## config.mk

```make
export PLATFORM = sky130hd
export DESIGN_NAME = execute_stage
export DESIGN_NICKNAME = d
export VERILOG_FILES = /design/src/rtl/execute_stage_pkg.sv /design/src/rtl/mul_shift_add.sv /design/src/rtl/execute_stage.sv
export SDC_FILE = /design/constraint.sdc
export NUM_CORES = 1
export LEC_CHECK = 0
export ABC_AREA = 1
export BUFFER_PORTS_ARGS = -buffer_cell sky130_fd_sc_hd__buf_4
export CAP_MARGIN = 5
export CELL_PAD_IN_SITES_DETAIL_PLACEMENT = 2
export CELL_PAD_IN_SITES_GLOBAL_PLACEMENT = 2
export CORE_MARGIN = 1
export CORE_UTILIZATION = 29
export CTS_BUF_LIST = sky130_fd_sc_hd__clkbuf_2
export DETAILED_ROUTE_END_ITERATION = 8
export PLACE_DENSITY = 0.84
export SKIP_CTS_REPAIR_TIMING = 1
export SLEW_MARGIN = 20
export SYNTH_ARGS = -nofsm -noshare
export SYNTH_HDL_FRONTEND = slang
export SYNTH_SLANG_ARGS = --single-unit
```

## constraint.sdc

```tcl
create_clock -name i_clk -period 16.1 [get_ports i_clk]
set_input_delay 0.805 -clock i_clk [delete_from_list [all_inputs] [get_ports i_clk]]
set_output_delay 0.805 -clock i_clk [all_outputs]
set_load 0.02 [all_outputs]
```

## src/rtl/execute_stage_pkg.sv

```systemverilog
// Shared definitions for the execute stage: control widths, control-bit
// positions, ALU operation codes and the multiplier state encoding.
package execute_stage_pkg;

    localparam int NB_CONTROL_EX    = 5;
    localparam int NB_CONTROL_MA_WB = 7;

    // Bit positions inside the EX control word
    localparam int CTRL_ALU_SRC_IMM = 0;
    localparam int CTRL_ALU_OP_LSB  = 1;
    localparam int CTRL_ALU_OP_MSB  = 4;

    typedef enum logic [3:0] {
        ALU_ADD  = 4'd0,
        ALU_SUB  = 4'd1,
        ALU_AND  = 4'd2,
        ALU_OR   = 4'd3,
        ALU_XOR  = 4'd4,
        ALU_NOR  = 4'd5,
        ALU_SLT  = 4'd6,
        ALU_SLTU = 4'd7,
        ALU_SLL  = 4'd8,
        ALU_SRL  = 4'd9,
        ALU_SRA  = 4'd10,
        ALU_LUI  = 4'd11,
        ALU_MUL  = 4'd12
    } alu_op_e;

    typedef enum logic [1:0] {
        MUL_IDLE = 2'd0,
        MUL_BUSY = 2'd1,
        MUL_DONE = 2'd2
    } mul_state_e;

endpackage

```

## src/rtl/mul_shift_add.sv

```systemverilog
// Iterative shift-add multiplier: one partial-product step per cycle,
// low NB_DATA bits of the product, operands captured at start.
module mul_shift_add #(
    parameter int NB_DATA = 32
) (
    input  logic               clk,
    input  logic               rst,
    input  logic               start,
    input  logic [NB_DATA-1:0] op_a,
    input  logic [NB_DATA-1:0] op_b,
    output logic               busy,
    output logic               done,
    output logic [NB_DATA-1:0] product
);
    import execute_stage_pkg::*;

    localparam int NB_COUNT = $clog2(NB_DATA);

    mul_state_e          state;
    mul_state_e          state_next;
    logic [NB_COUNT-1:0] count;
    logic [NB_DATA-1:0]  multiplicand;
    logic [NB_DATA-1:0]  multiplier;

    // State register
    always_ff @(posedge clk or posedge rst) begin
        if (rst) state <= MUL_IDLE;
        else     state <= state_next;
    end

    // Next-state: start only from IDLE, so DONE can never re-trigger
    always_comb begin
        state_next = state;
        case (state)
            MUL_IDLE: if (start) state_next = MUL_BUSY;
            MUL_BUSY: if (count == NB_COUNT'(NB_DATA - 1)) state_next = MUL_DONE;
            MUL_DONE: state_next = MUL_IDLE;
            default:  state_next = MUL_IDLE;
        endcase
    end

    // Operand capture and shift-add iteration
    always_ff @(posedge clk or posedge rst) begin
        if (rst) begin
            count        <= '0;
            multiplicand <= '0;
            multiplier   <= '0;
            product      <= '0;
        end else begin
            case (state)
                MUL_IDLE: begin
                    if (start) begin
                        multiplicand <= op_a;
                        multiplier   <= op_b;
                        product      <= '0;
                        count        <= '0;
                    end
                end
                MUL_BUSY: begin
                    if (multiplier[0]) product <= product + multiplicand;
                    multiplicand <= multiplicand << 1;
                    multiplier   <= multiplier >> 1;
                    count        <= count + 1'b1;
                end
                default: ;
            endcase
        end
    end

    assign busy = (state == MUL_BUSY);
    assign done = (state == MUL_DONE);

endmodule

```

## src/rtl/execute_stage.sv

```systemverilog
// Pipeline execute stage: operand forwarding from MA/WB, single-cycle ALU,
// iterative multiplier with stall, and the EX/MA pipeline register.
module execute_stage #(
    parameter int NB_DATA           = 32,
    parameter int NB_ADDR_REGISTERS = 5,
    parameter int NB_CONTROL_EX     = execute_stage_pkg::NB_CONTROL_EX,
    parameter int NB_CONTROL_MA_WB  = execute_stage_pkg::NB_CONTROL_MA_WB
) (
    input  logic                         i_clk,
    input  logic                         i_reset,
    input  logic [NB_DATA-1:0]           i_rs_data,
    input  logic [NB_DATA-1:0]           i_rt_data,
    input  logic [NB_DATA-1:0]           i_imm,
    input  logic [NB_ADDR_REGISTERS-1:0] i_rs_num,
    input  logic [NB_ADDR_REGISTERS-1:0] i_rt_num,
    input  logic [NB_ADDR_REGISTERS-1:0] i_rd_num,
    input  logic [NB_CONTROL_EX-1:0]     i_control_ex,
    input  logic [NB_CONTROL_MA_WB-1:0]  i_control_ma_wb,
    input  logic [NB_ADDR_REGISTERS-1:0] i_ma_rd_num,
    input  logic                         i_ma_reg_write,
    input  logic [NB_DATA-1:0]           i_ma_rd_data,
    input  logic [NB_ADDR_REGISTERS-1:0] i_wb_rd_num,
    input  logic                         i_wb_reg_write,
    input  logic [NB_DATA-1:0]           i_wb_rd_data,
    output logic [NB_CONTROL_MA_WB-1:0]  o_control_ma_wb,
    output logic [NB_DATA-1:0]           o_mem_addr,
    output logic [NB_DATA-1:0]           o_mem_data,
    output logic [NB_ADDR_REGISTERS-1:0] o_rd_num,
    output logic                         o_stall
);
    import execute_stage_pkg::*;

    localparam int NB_SHAMT = $clog2(NB_DATA);

    alu_op_e              alu_op;
    logic                 alu_src_imm;
    logic [NB_DATA-1:0]   operand_a;
    logic [NB_DATA-1:0]   rt_forwarded;
    logic [NB_DATA-1:0]   operand_b;
    logic [NB_DATA-1:0]   alu_result;
    logic [NB_SHAMT-1:0]  shamt;
    logic                 mul_busy;
    logic                 mul_done;
    logic [NB_DATA-1:0]   mul_product;
    logic                 is_mul;

    assign alu_op      = alu_op_e'(i_control_ex[CTRL_ALU_OP_MSB:CTRL_ALU_OP_LSB]);
    assign alu_src_imm = i_control_ex[CTRL_ALU_SRC_IMM];
    assign is_mul      = (alu_op == ALU_MUL);

    // Forwarding: MA has priority over WB, r0 never forwards
    always_comb begin
        operand_a = i_rs_data;
        if (i_ma_reg_write && (i_ma_rd_num == i_rs_num) && (i_rs_num != '0))
            operand_a = i_ma_rd_data;
        else if (i_wb_reg_write && (i_wb_rd_num == i_rs_num) && (i_rs_num != '0))
            operand_a = i_wb_rd_data;

        rt_forwarded = i_rt_data;
        if (i_ma_reg_write && (i_ma_rd_num == i_rt_num) && (i_rt_num != '0))
            rt_forwarded = i_ma_rd_data;
        else if (i_wb_reg_write && (i_wb_rd_num == i_rt_num) && (i_rt_num != '0))
            rt_forwarded = i_wb_rd_data;

        operand_b = alu_src_imm ? i_imm : rt_forwarded;
    end

    assign shamt = operand_b[NB_SHAMT-1:0];

    // Single-cycle ALU; MUL result comes from the multiplier instead
    always_comb begin
        alu_result = '0;
        case (alu_op)
            ALU_ADD:  alu_result = operand_a + operand_b;
            ALU_SUB:  alu_result = operand_a - operand_b;
            ALU_AND:  alu_result = operand_a & operand_b;
            ALU_OR:   alu_result = operand_a | operand_b;
            ALU_XOR:  alu_result = operand_a ^ operand_b;
            ALU_NOR:  alu_result = ~(operand_a | operand_b);
            ALU_SLT:  alu_result = NB_DATA'($signed(operand_a) < $signed(operand_b));
            ALU_SLTU: alu_result = NB_DATA'(operand_a < operand_b);
            ALU_SLL:  alu_result = operand_a << shamt;
            ALU_SRL:  alu_result = operand_a >> shamt;
            ALU_SRA:  alu_result = $unsigned($signed(operand_a) >>> shamt);
            ALU_LUI:  alu_result = operand_b << 16;
            default:  alu_result = '0;
        endcase
    end

    mul_shift_add #(
        .NB_DATA(NB_DATA)
    ) u_mul (
        .clk     (i_clk),
        .rst     (i_reset),
        .start   (is_mul),
        .op_a    (operand_a),
        .op_b    (operand_b),
        .busy    (mul_busy),
        .done    (mul_done),
        .product (mul_product)
    );

    // Stall while a MUL is being launched or iterating; released on DONE
    assign o_stall = mul_busy | (is_mul & ~mul_busy & ~mul_done);

    // EX/MA pipeline register; a stalled cycle inserts a bubble
    always_ff @(posedge i_clk or posedge i_reset) begin
        if (i_reset) begin
            o_control_ma_wb <= '0;
            o_mem_addr      <= '0;
            o_mem_data      <= '0;
            o_rd_num        <= '0;
        end else if (o_stall) begin
            o_control_ma_wb <= '0;
        end else begin
            o_control_ma_wb <= i_control_ma_wb;
            o_mem_addr      <= mul_done ? mul_product : alu_result;
            o_mem_data      <= rt_forwarded;
            o_rd_num        <= i_rd_num;
        end
    end

endmodule

```

Word level (Yosys, flattened, before mapping)
Index checks and enable logic that the tools add are counted.

Muxes and demuxes: 20. Order comparisons: 2. Equality and inequality tests: 22. Shifts and indexed selects: 3. Reductions and logical operators: 16. $add $sub $neg: 4. Bitwise operators: 9.

Operators by type and width (number): case mux 32 bit (12 select lines) (1); 2-to-1 mux 32 bit (10); case mux 32 bit (2 select lines) (3); adder 32 bit (2); < comparator 32 bit (2); bitwise AND 32 bit (1); inverter 32 bit (1); OR 32 bit (1); left shift 32 x 5 -> 32 bit (1); >> shifter 32 x 5 -> 32 bit (1); >>> shifter 32 x 5 -> 32 bit (1); subtractor 32 bit (1); bitwise XOR 32 bit (1); equality test 4 bit, second input constant (5); equality test 5 bit (4); equality test 4 x 3 -> 1 bit, second input constant (4); case mux 5 bit (2 select lines) (1); nonzero test 5 bit (2); equality test 4 x 2 -> 1 bit, second input constant (2); logical AND 1 bit (8); 2-to-1 mux 7 bit (1); adder 5 x 1 -> 5 bit, second input constant (1); equality test 5 bit, second input constant (1); 2-to-1 mux 5 bit (1); other kinds (15) (20).

Output and inout bits: 77. Word-level logic and storage cells: 85. Input port bits: 201. Register bits: 179.

Logic depth before layout (Yosys ltp)
Gate-level depths: netlist (run 1).

Depth in word-level cells: 10. Gate-level depth with buffers: 35. Mapped depth without buffers: 32.

Modules after synthesis
From an unflattened synthesis (run 1), not the netlist that was laid out.

Cell total of the unflattened synthesis: 3670. Area total of the unflattened synthesis: 21639.5 um^2.

By module, submodules not included: execute_stage (times used 1, area each 14956.8 um^2, sequential area each 1901.8 um^2, cells each 2709); mul_shift_add (times used 1, area each 6682.7 um^2, sequential area each 2577.5 um^2, cells each 961).

Worst setup path before layout (run 1)
No wires, ideal clock.

Path type: input to register. Start point: input port i_rs_num[2]. End point: register o_mem_addr[20]. Arrival time: 4.303 ns. Cell stages on the path: 30. Setup slack: 11.674 ns. Buffers on the path: 2. Library setup time: 0.122 ns. Data required time: 15.978 ns. Cells stage by stage: or2_1 -> nor2_4 -> nor2_4 -> nand2_4 -> buf_6 -> buf_6 -> nand2_1 -> o211ai_2 -> nand2_1 -> inv_1 -> ha_1 -> inv_1 -> fa_1 -> nor2_1 -> nor2_1 -> nor2_1 -> nor2_1 -> o21ai_0 -> a21oi_1 -> inv_1 -> a21oi_1 -> inv_1 -> a21oi_1 -> or2_2 -> nand3_1 -> nand2_1 -> nor2_1 -> nand2_1 -> nand2_1 -> a21oi_1.

Cells in the longest elaborated chain, start to end: 9. Elaborated cells between the ends (all ways): 20. Classes of those cells: 2 x add/sub; 2 x eq/ne; 3 x shift; 4 x mux; 4 x bitwise; 5 x reduce/logical.

Ends and longest elaborated chain: start: declaration (line execute_stage.sv:14) `input logic [NB_ADDR_REGISTERS-1:0] i_rs_num,`; equality test 5 bit (line execute_stage.sv:56) `else if (i_wb_reg_write && (i_wb_rd_num == i_rs_num) && (i_rs_num != '0))`; logical AND 1 bit (2 in a row) (line execute_stage.sv:56); 2-to-1 mux 32 bit (line execute_stage.sv:56); 2-to-1 mux 32 bit * (line execute_stage.sv:54) `if (i_ma_reg_write && (i_ma_rd_num == i_rs_num) && (i_rs_num != '0))`; branches (longest 2 deep; another with subtractor 32 bit); case mux 32 bit (12 select lines) * (line execute_stage.sv:73) `case (alu_op)`; 2-to-1 mux 32 bit * (line execute_stage.sv:117) `o_mem_addr <= mul_done ? mul_product : alu_result;`; end signal: assignment (line execute_stage.sv:117); end: declaration (line execute_stage.sv:26) `output logic [NB_DATA-1:0] o_mem_addr,`.

Every way passes the cells marked *. A chain may end at the register's enable or synchronous reset.

Worst setup path in the final report (run 1)
Start point: input port i_rt_num[4]. End point: register o_mem_addr[13].

Cells in the longest elaborated chain, start to end: 10. Elaborated cells between the ends (all ways): 21. Classes of those cells: 2 x add/sub; 2 x eq/ne; 3 x shift; 5 x mux; 4 x bitwise; 5 x reduce/logical.

Ends and longest elaborated chain: start: declaration (line execute_stage.sv:15) `input logic [NB_ADDR_REGISTERS-1:0] i_rt_num,`; equality test 5 bit (line execute_stage.sv:62) `else if (i_wb_reg_write && (i_wb_rd_num == i_rt_num) && (i_rt_num != '0))`; logical AND 1 bit (2 in a row) (line execute_stage.sv:62); 2-to-1 mux 32 bit (line execute_stage.sv:62); 2-to-1 mux 32 bit * (line execute_stage.sv:60) `if (i_ma_reg_write && (i_ma_rd_num == i_rt_num) && (i_rt_num != '0))`; 2-to-1 mux 32 bit * (line execute_stage.sv:65) `operand_b = alu_src_imm ? i_imm : rt_forwarded;`; branches (longest 2 deep; another with subtractor 32 bit); case mux 32 bit (12 select lines) * (line execute_stage.sv:73); 2-to-1 mux 32 bit * (line execute_stage.sv:117).

Marked as above.

==> results.sh, run 1 <==
export IMPL_cts_sinks=179
export IMPL_grt_use_total=0.326
export IMPL_num_vias=25900
export IMPL_switchingPower_mw=1.56
export IMPL_rsz0062_at_grt="no"
export IMPL_skew_ns=0.0805
export IMPL_powerDensity_nw_per_um2=120
export IMPL_clockPowerShare=0.104
export IMPL_synth_cell_types=56
export IMPL_cts_max_path_buffers=2
export IMPL_p_comb_frac=0.616
export IMPL_ys_seq_area_frac=0.219
export IMPL_slowest_stage="nor4_1"
export IMPL_route_met2_wl_mm=54.6
export IMPL_critPathMaxStageDelay_ns=0.78
export IMPL_yosys_warnings=0
export IMPL_ant_nets=0
export IMPL_arrival_ns=6.62
export IMPL_syn_inst=3330
export IMPL_p_int_mw=1.27
export IMPL_max_freq_mhz=178
export IMPL_area_growth_pct=15.7
export IMPL_power_frac_seq=0.280
export IMPL_rows=96
export IMPL_drv_slew=0
export IMPL_drt_wl_total_mm=118
export IMPL_synthTopCellsByArea="dfrtp_1 22%, nand2_1 18%, nand3_1 12%, ha_1 8.5%, a21oi_1 6.2%"
export IMPL_hp_class="input pin to flip-flop"
export IMPL_synth_top_area_frac=0.219
export IMPL_final_area_um2=23600
export IMPL_synth_area_um2=20400
export IMPL_dieWidth_um=267
export IMPL_clk_latency_ns=1.13
export IMPL_grt_max_degree=75
export IMPL_crit_path_frequent_cell="nand2_1"
export IMPL_critPathMaxFanout=44
export IMPL_place_area_um2=23200
export IMPL_core_um2=69200
export IMPL_p_leak_nw=12.0
export IMPL_syn_nets=3672
export IMPL_swShare=0.553
export IMPL_io_pins=278
export IMPL_synth_edf_count=0
export IMPL_grt_pass1_wl_mm=173
export IMPL_fin_nets=3847
export IMPL_tightestPinTransition_ns=1.04
export IMPL_met3_wirelength_mm=7.48
export IMPL_drc=0
export IMPL_synth_most_common_cell="nand2_1"
export IMPL_synthArstFlopShare=1.00
export IMPL_reg2reg_slack_ns=12.21
export IMPL_port_buffers=277
export IMPL_grt_pass1_vias=26900
export IMPL_die_area_um2=71500
export IMPL_status="completed"
export IMPL_cp_required_ns=17.11
export IMPL_criticalPathCategory="input pin to flip-flop"
export IMPL_period_minus_slack_ns=5.60
export IMPL_ys_flop_type="dfrtp_1"
export IMPL_gr_total_overflow=0
export IMPL_maxCapViolCount=0
export IMPL_avgSynthCellArea_um2=6.13
export IMPL_clk_pin_slew_ns=0.34
export IMPL_power_mw=2.83
export IMPL_synth_seq_cells=179
export IMPL_highest_layer="met5"
export IMPL_final_hold_violation_count=0
export IMPL_setup_viol=0
export IMPL_drt_iter0_markers=2105
export IMPL_numCtsBuffers=17
export IMPL_layout_drive_gt1_share=0.134
export IMPL_die_h_um=267
export IMPL_cts_tree="built"
export IMPL_root_buffer="clkbuf_2"
export IMPL_wl_met1_mm=51.0
export IMPL_max_slew_margin_rel=0.303
export IMPL_dr_pass1_iters=5
export IMPL_initial_core_util=0.295
export IMPL_irDropWorstVdd_mv=0.0523
export IMPL_startpoint_type="input pin"
export IMPL_htreeDepth=4
export IMPL_via_per_inst=5.82
export IMPL_synth_common_cells="961 x nand2_1, 473 x nand3_1, 298 x inv_1"
export IMPL_synth_largest_area_cell="dfrtp_1"
export IMPL_min_period_over_period=0.348
export IMPL_final_setup_tns_ns=0
export IMPL_gp_congestion=0.989
export IMPL_wire_per_inst_um=26.5
export IMPL_antenna_found_initial=4
export IMPL_critPathCaptureType="flip-flop"
export IMPL_post_dp_hpwl_mm=92.5
## critical path, delay by kind of cell
family	cells	cell delay, ns
AND/OR/NAND/NOR	16	2.38
buffers and inverters	8	1.85
AO/OA/AOI/OAI	6	0.99
adder cells (fa/ha/maj)	1	0.50
## placed cells by master, fill, tap and decap left out, types with 51 or more instances in the layout
cell / netlist / final
buf_4: 12 / 314
nand2_1: 961 / 958
nor2_1: 223 / 218
dfrtp_1: 179 / 179
inv_1: 298 / 296
a21oi_1: 254 / 254
ha_1: 138 / 138
o211ai_1: 51 / 51
nand3_1: 473 / 472
o21ai_0: 194 / 194
## cell type report
type	instances	area, µm²
flip-flops and latches	179	4480
clock inverters	14	173
diodes	4	10.0
multi-input cells	2650	13900
repair buffers	330	2530
clock buffers	18	90.1
well taps	931	1160
fillers	8767	45600
inverters	327	1240
## stage by stage
step | setup WS [ns] | instances | util | hold slack [ns]
floorplan | 10.44 | 3330 | - | 0.459
global placement | 9.71 | 4401 | 0.335 | 0.463
detailed placement | 9.50 | 4401 | 0.335 | 0.476
CTS | 10.84 | 4433 | 0.339 | -0.473
global route | 10.31 | 4452 | 0.341 | -0.0146
finish | 10.50 | 4453 | 0.342 | 0.0245
## sequential cells by signal (all words and copies together), names as in the netlist
signal	count
u_mul.multiplier	32
u_mul.product	32
o_mem_data	32
o_mem_addr	32
o_control_ma_wb	7
o_rd_num	5
u_mul.state	2
u_mul.multiplicand	32
u_mul.count	5
## power by group through the flow
stage / Clock (mW) / Combinational, mW / Sequential, mW
floorplan: 0 / 0.933 / 0.853
detailed placement: 0 / 1.71 / 0.797
global placement: 0 / 1.64 / 0.788
global route: 0.313 / 1.88 / 0.811
finish: 0.294 / 1.74 / 0.793
CTS: 0.305 / 1.72 / 0.791
## layer usage
metal  track usage  vias up
li1              -    11500
met1         0.421    13100
met2         0.535     1029
met3        0.0482      217
met4         0.142        2
met5             0        -
## path summary, 6_finish.rpt
kind	startpoint	endpoint	depth (start not counted)
hold reg to reg	u_mul.multiplier[10]	u_mul.multiplier[9]	2
max in group asynchronous	i_reset	o_mem_data[4]	4
setup reg to reg	u_mul.state[0]	o_mem_addr[11]	9
min in group asynchronous	i_reset	u_mul.multiplicand[28]	3
setup / recovery	i_rt_num[4]	o_mem_addr[13]	31
hold / removal	i_ma_rd_data[2]	o_mem_data[2]	3
## logic make-up after synthesis
kind of cell    after synthesis  synth area share
compound gates              700             0.206
fa+ha+maj                   141            0.0875
xor+xnor                     21           0.00901
buf+inv                     501             0.100
flops                       179             0.219
simple gates               1788             0.378
Power figures use the tool's default switching activity.
==> run 2: changes to the inputs <==
Settings changed: ABC_AREA 1 to 0, PLACE_DENSITY 0.84 to 0.79.
Clock period 16.1 ns to 5.7 ns, I/O delays scaled along.
==> run 2 against run 1 <==
  * Non-clock buffer count up 320
  * Core utilization up 3.9 points
  * Sequential share of layout area down 1.8 points
  * Routed wire length up 20%
  * Synthesized cell count down 22%
  * Synthesized area down 1.8%
  * Sequential power rose to 3.0 times the previous value
  * Worst setup slack worse by 10 ns
  * Die area down 1.8%
  * Global-route usage up 5.0 points
  * Final cell count down 11%
  * Largest cell class unchanged
==> results.sh, run 2 <==
export IMPL_status="completed"
export IMPL_cts_max_path_buffers=2
export IMPL_drt_wl_total_mm=142
export IMPL_synthAdderAreaFrac=0.0891
export IMPL_io_pins=278
export IMPL_layout_commonest_cell="buf_4"
export IMPL_setup_viol=0
export IMPL_wire_per_inst_um=35.6
export IMPL_htreeDepth=4
export IMPL_clockPowerShare=0.093
export IMPL_synthMuxAreaShare=0.124
export IMPL_min_period_over_period=0.962
export IMPL_root_buffer="clkbuf_2"
export IMPL_dr_pass1_iters=9
export IMPL_cts_tree="built"
export IMPL_synth_edf_count=0
export IMPL_reg2reg_slack_ns=0.67
export IMPL_synth_largest_area_cell="dfrtp_1"
export IMPL_ant_nets=0
export IMPL_drc=0
export IMPL_die_area_um2=70200
export IMPL_synth_most_common_cell="nand2_1"
export IMPL_clk_pin_slew_ns=0.36
export IMPL_die_h_um=265
export IMPL_layout_drive_gt1_share=0.205
export IMPL_num_vias=25200
export IMPL_fin_nets=3419
export IMPL_dieWidth_um=265
export IMPL_startpoint_type="input pin"
export IMPL_grt_max_degree=70
export IMPL_ys_flop_type="dfrtp_1"
export IMPL_period_minus_slack_ns=5.49
export IMPL_grt_pass1_wl_mm=189
export IMPL_worst_hold_slack_ns=0.119
export IMPL_r2r_start="u_mul.multiplicand[0]"
export IMPL_avgSynthCellArea_um2=7.69
export IMPL_arrival_ns=6.53
export IMPL_criticalPathCategory="input pin to flip-flop"
export IMPL_synthTopCellsByArea="dfrtp_1 22%, ha_1 8.6%, mux2i_1 8.0%, nand2_1 6.1%, o21ai_0 5.8%"
export IMPL_max_freq_mhz=182
export IMPL_grt_use_total=0.375
export IMPL_irDropWorstVdd_mv=0.194
export IMPL_whs_path_depth=6
export IMPL_skew_ns=0.0661
export IMPL_numCtsBuffers=17
export IMPL_setup_slack_ns=0.214
export IMPL_rows=96
export IMPL_yosys_warnings=0
export IMPL_reg2regPathDepth=13
export IMPL_p_int_mw=3.84
export IMPL_synth_seq_cells=179
export IMPL_powerDensity_nw_per_um2=327
export IMPL_initial_core_util=0.293
export IMPL_hp_class="input pin to flip-flop"
export IMPL_cp_required_ns=6.74
export IMPL_synth_simple_area_share=0.157
export IMPL_syn_inst=2609
export IMPL_grt_pass1_vias=24900
export IMPL_final_area_um2=26100
export IMPL_port_buffers=277
export IMPL_p_comb_frac=0.627
export IMPL_synth_top_family_by_area="compound AO/OA/AOI/OAI gates"
export IMPL_hold_path_end="u_mul.multiplier[14]"
export IMPL_synth_area_um2=20100
export IMPL_reg2reg_to="u_mul.product[31]"
export IMPL_maxCapViolCount=0
export IMPL_core_um2=68500
export IMPL_swShare=0.549
export IMPL_synth_compound_area_frac=0.319
export IMPL_mostFrequentLayoutCells="479 x buf_4, 328 x nand2_1, 234 x o21ai_0"
export IMPL_drv_slew=0
export IMPL_postLayoutCoreUtil=0.381
export IMPL_power_frac_seq=0.279
export IMPL_cts_sinks=179
export IMPL_via_per_inst=6.33
export IMPL_pre_cts_ws_ns=-0.00352
export IMPL_synthArstFlopShare=1.00
export IMPL_post_dp_hpwl_mm=105
export IMPL_gr_total_overflow=0
export IMPL_synth_xor_area_frac=0.0262
export IMPL_rsz0062_at_grt="no"
export IMPL_place_area_um2=24100
export IMPL_max_slew_margin_rel=0.270
export IMPL_synth_cell_types=86
export IMPL_syn_nets=2951
export IMPL_final_hold_violation_count=0
export IMPL_synth_top_area_frac=0.223
export IMPL_critPathMaxFanout=31
export IMPL_switchingPower_mw=4.67
export IMPL_clk_latency_ns=1.08
export IMPL_area_growth_pct=30.0
export IMPL_gp_congestion=1.03
export IMPL_ys_seq_area_frac=0.223
export IMPL_critPathCaptureType="flip-flop"
export IMPL_tightestPinTransition_ns=1.08
export IMPL_p_leak_nw=11.6
export IMPL_antenna_found_initial=9
export IMPL_worstHoldStart="i_imm[14]"
export IMPL_synth_common_cells="328 x nand2_1, 234 x o21ai_0, 197 x a21oi_1"
export IMPL_drt_iter0_markers=2394
==> run 2: logic make-up after synthesis <==
| family | Yosys count |
|---|---|
| flops | 179 |
| simple gates | 723 |
| mux | 225 |
| buf+inv | 310 |
| compound gates | 971 |
| xor+xnor | 60 |
| fa+ha+maj | 141 |
==> run 2: power groups by stage <==
stage,sequential (mW),clock (mW),combinational [mW]
final,2.38,0.796,5.34
after global routing,2.41,0.844,5.63
after CTS,2.34,0.828,5.02
after detailed placement,2.36,0,4.99
after global placement,2.33,0,4.81
after floorplan,2.38,0,2.58
==> run 2: worst max-delay path, cell delays in order <==
cell and delay, ns:
buf_4 0.12, or4_1 0.56, o211a_1 0.25, nand2_2 0.13
buf_12 0.28, mux2i_1 0.24, dlygate4sd3_1 0.59, o21ai_2 0.11
ha_1 0.35, buf_4 0.21, a21o_1 0.15, a21o_1 0.12
a21oi_1 0.08, nor2b_1 0.14, a211o_1 0.36, o2111ai_1 0.33
a31oi_1 0.19, o21ai_0 0.41, buf_4 0.20, nand3_1 0.07
nand4_1 0.10, dlygate4sd3_1 0.56, a31oi_1 0.08, dlygate4sd3_1 0.60
==> run 2: worst max path at each step <==
| stage | from | to | cells past startpoint |
|---|---|---|---|
| 2_1_floorplan | i_rt_num[1] | o_mem_addr[30] | 23 |
| 3_3_place_gp | i_rs_num[1] | o_mem_addr[25] | 20 |
| 5_1_grt | i_rs_num[1] | o_mem_addr[0] | 24 |
| 3_5_place_dp | i_rt_num[1] | o_mem_addr[25] | 20 |
| 4_1_cts | u_mul.multiplicand[0] | u_mul.product[31] | 13 |
| 6_report | i_rs_num[1] | o_mem_addr[0] | 24 |
==> run 2: stage by stage <==
| stage | cells | power (mW) | TNS [ns] |
|---|---|---|---|
| floorplan | 2609 | 4.97 | 0 |
| detailed placement | 3774 | 7.35 | -0.00352 |
| CTS | 3806 | 8.18 | 0 |
| finish | 3976 | 8.51 | 0 |
| global placement | 3773 | 7.14 | -2.50 |
| global route | 3975 | 8.88 | 0 |
==> run 2: layout make-up <==
class                           count  area [µm²]
Antenna cell                        4        10.0
Timing Repair Buffer              650        5350
Clock inverter                     14         156
Fill cell                        7844       42400
Multi-Input combinational cell   2120       14500
Clock buffer                       18        90.1
Sequential cell                   179        4480
Tap cell                          882        1100
Inverter                          109         418
==> run 2: routing by layer <==
layer	routed length, µm	track usage	vias up
met4	9820	0.190	8
met5	42	0	-
met3	10100	0.0662	348
li1	-	-	10600
met2	63900	0.590	1227
met1	57700	0.492	13000
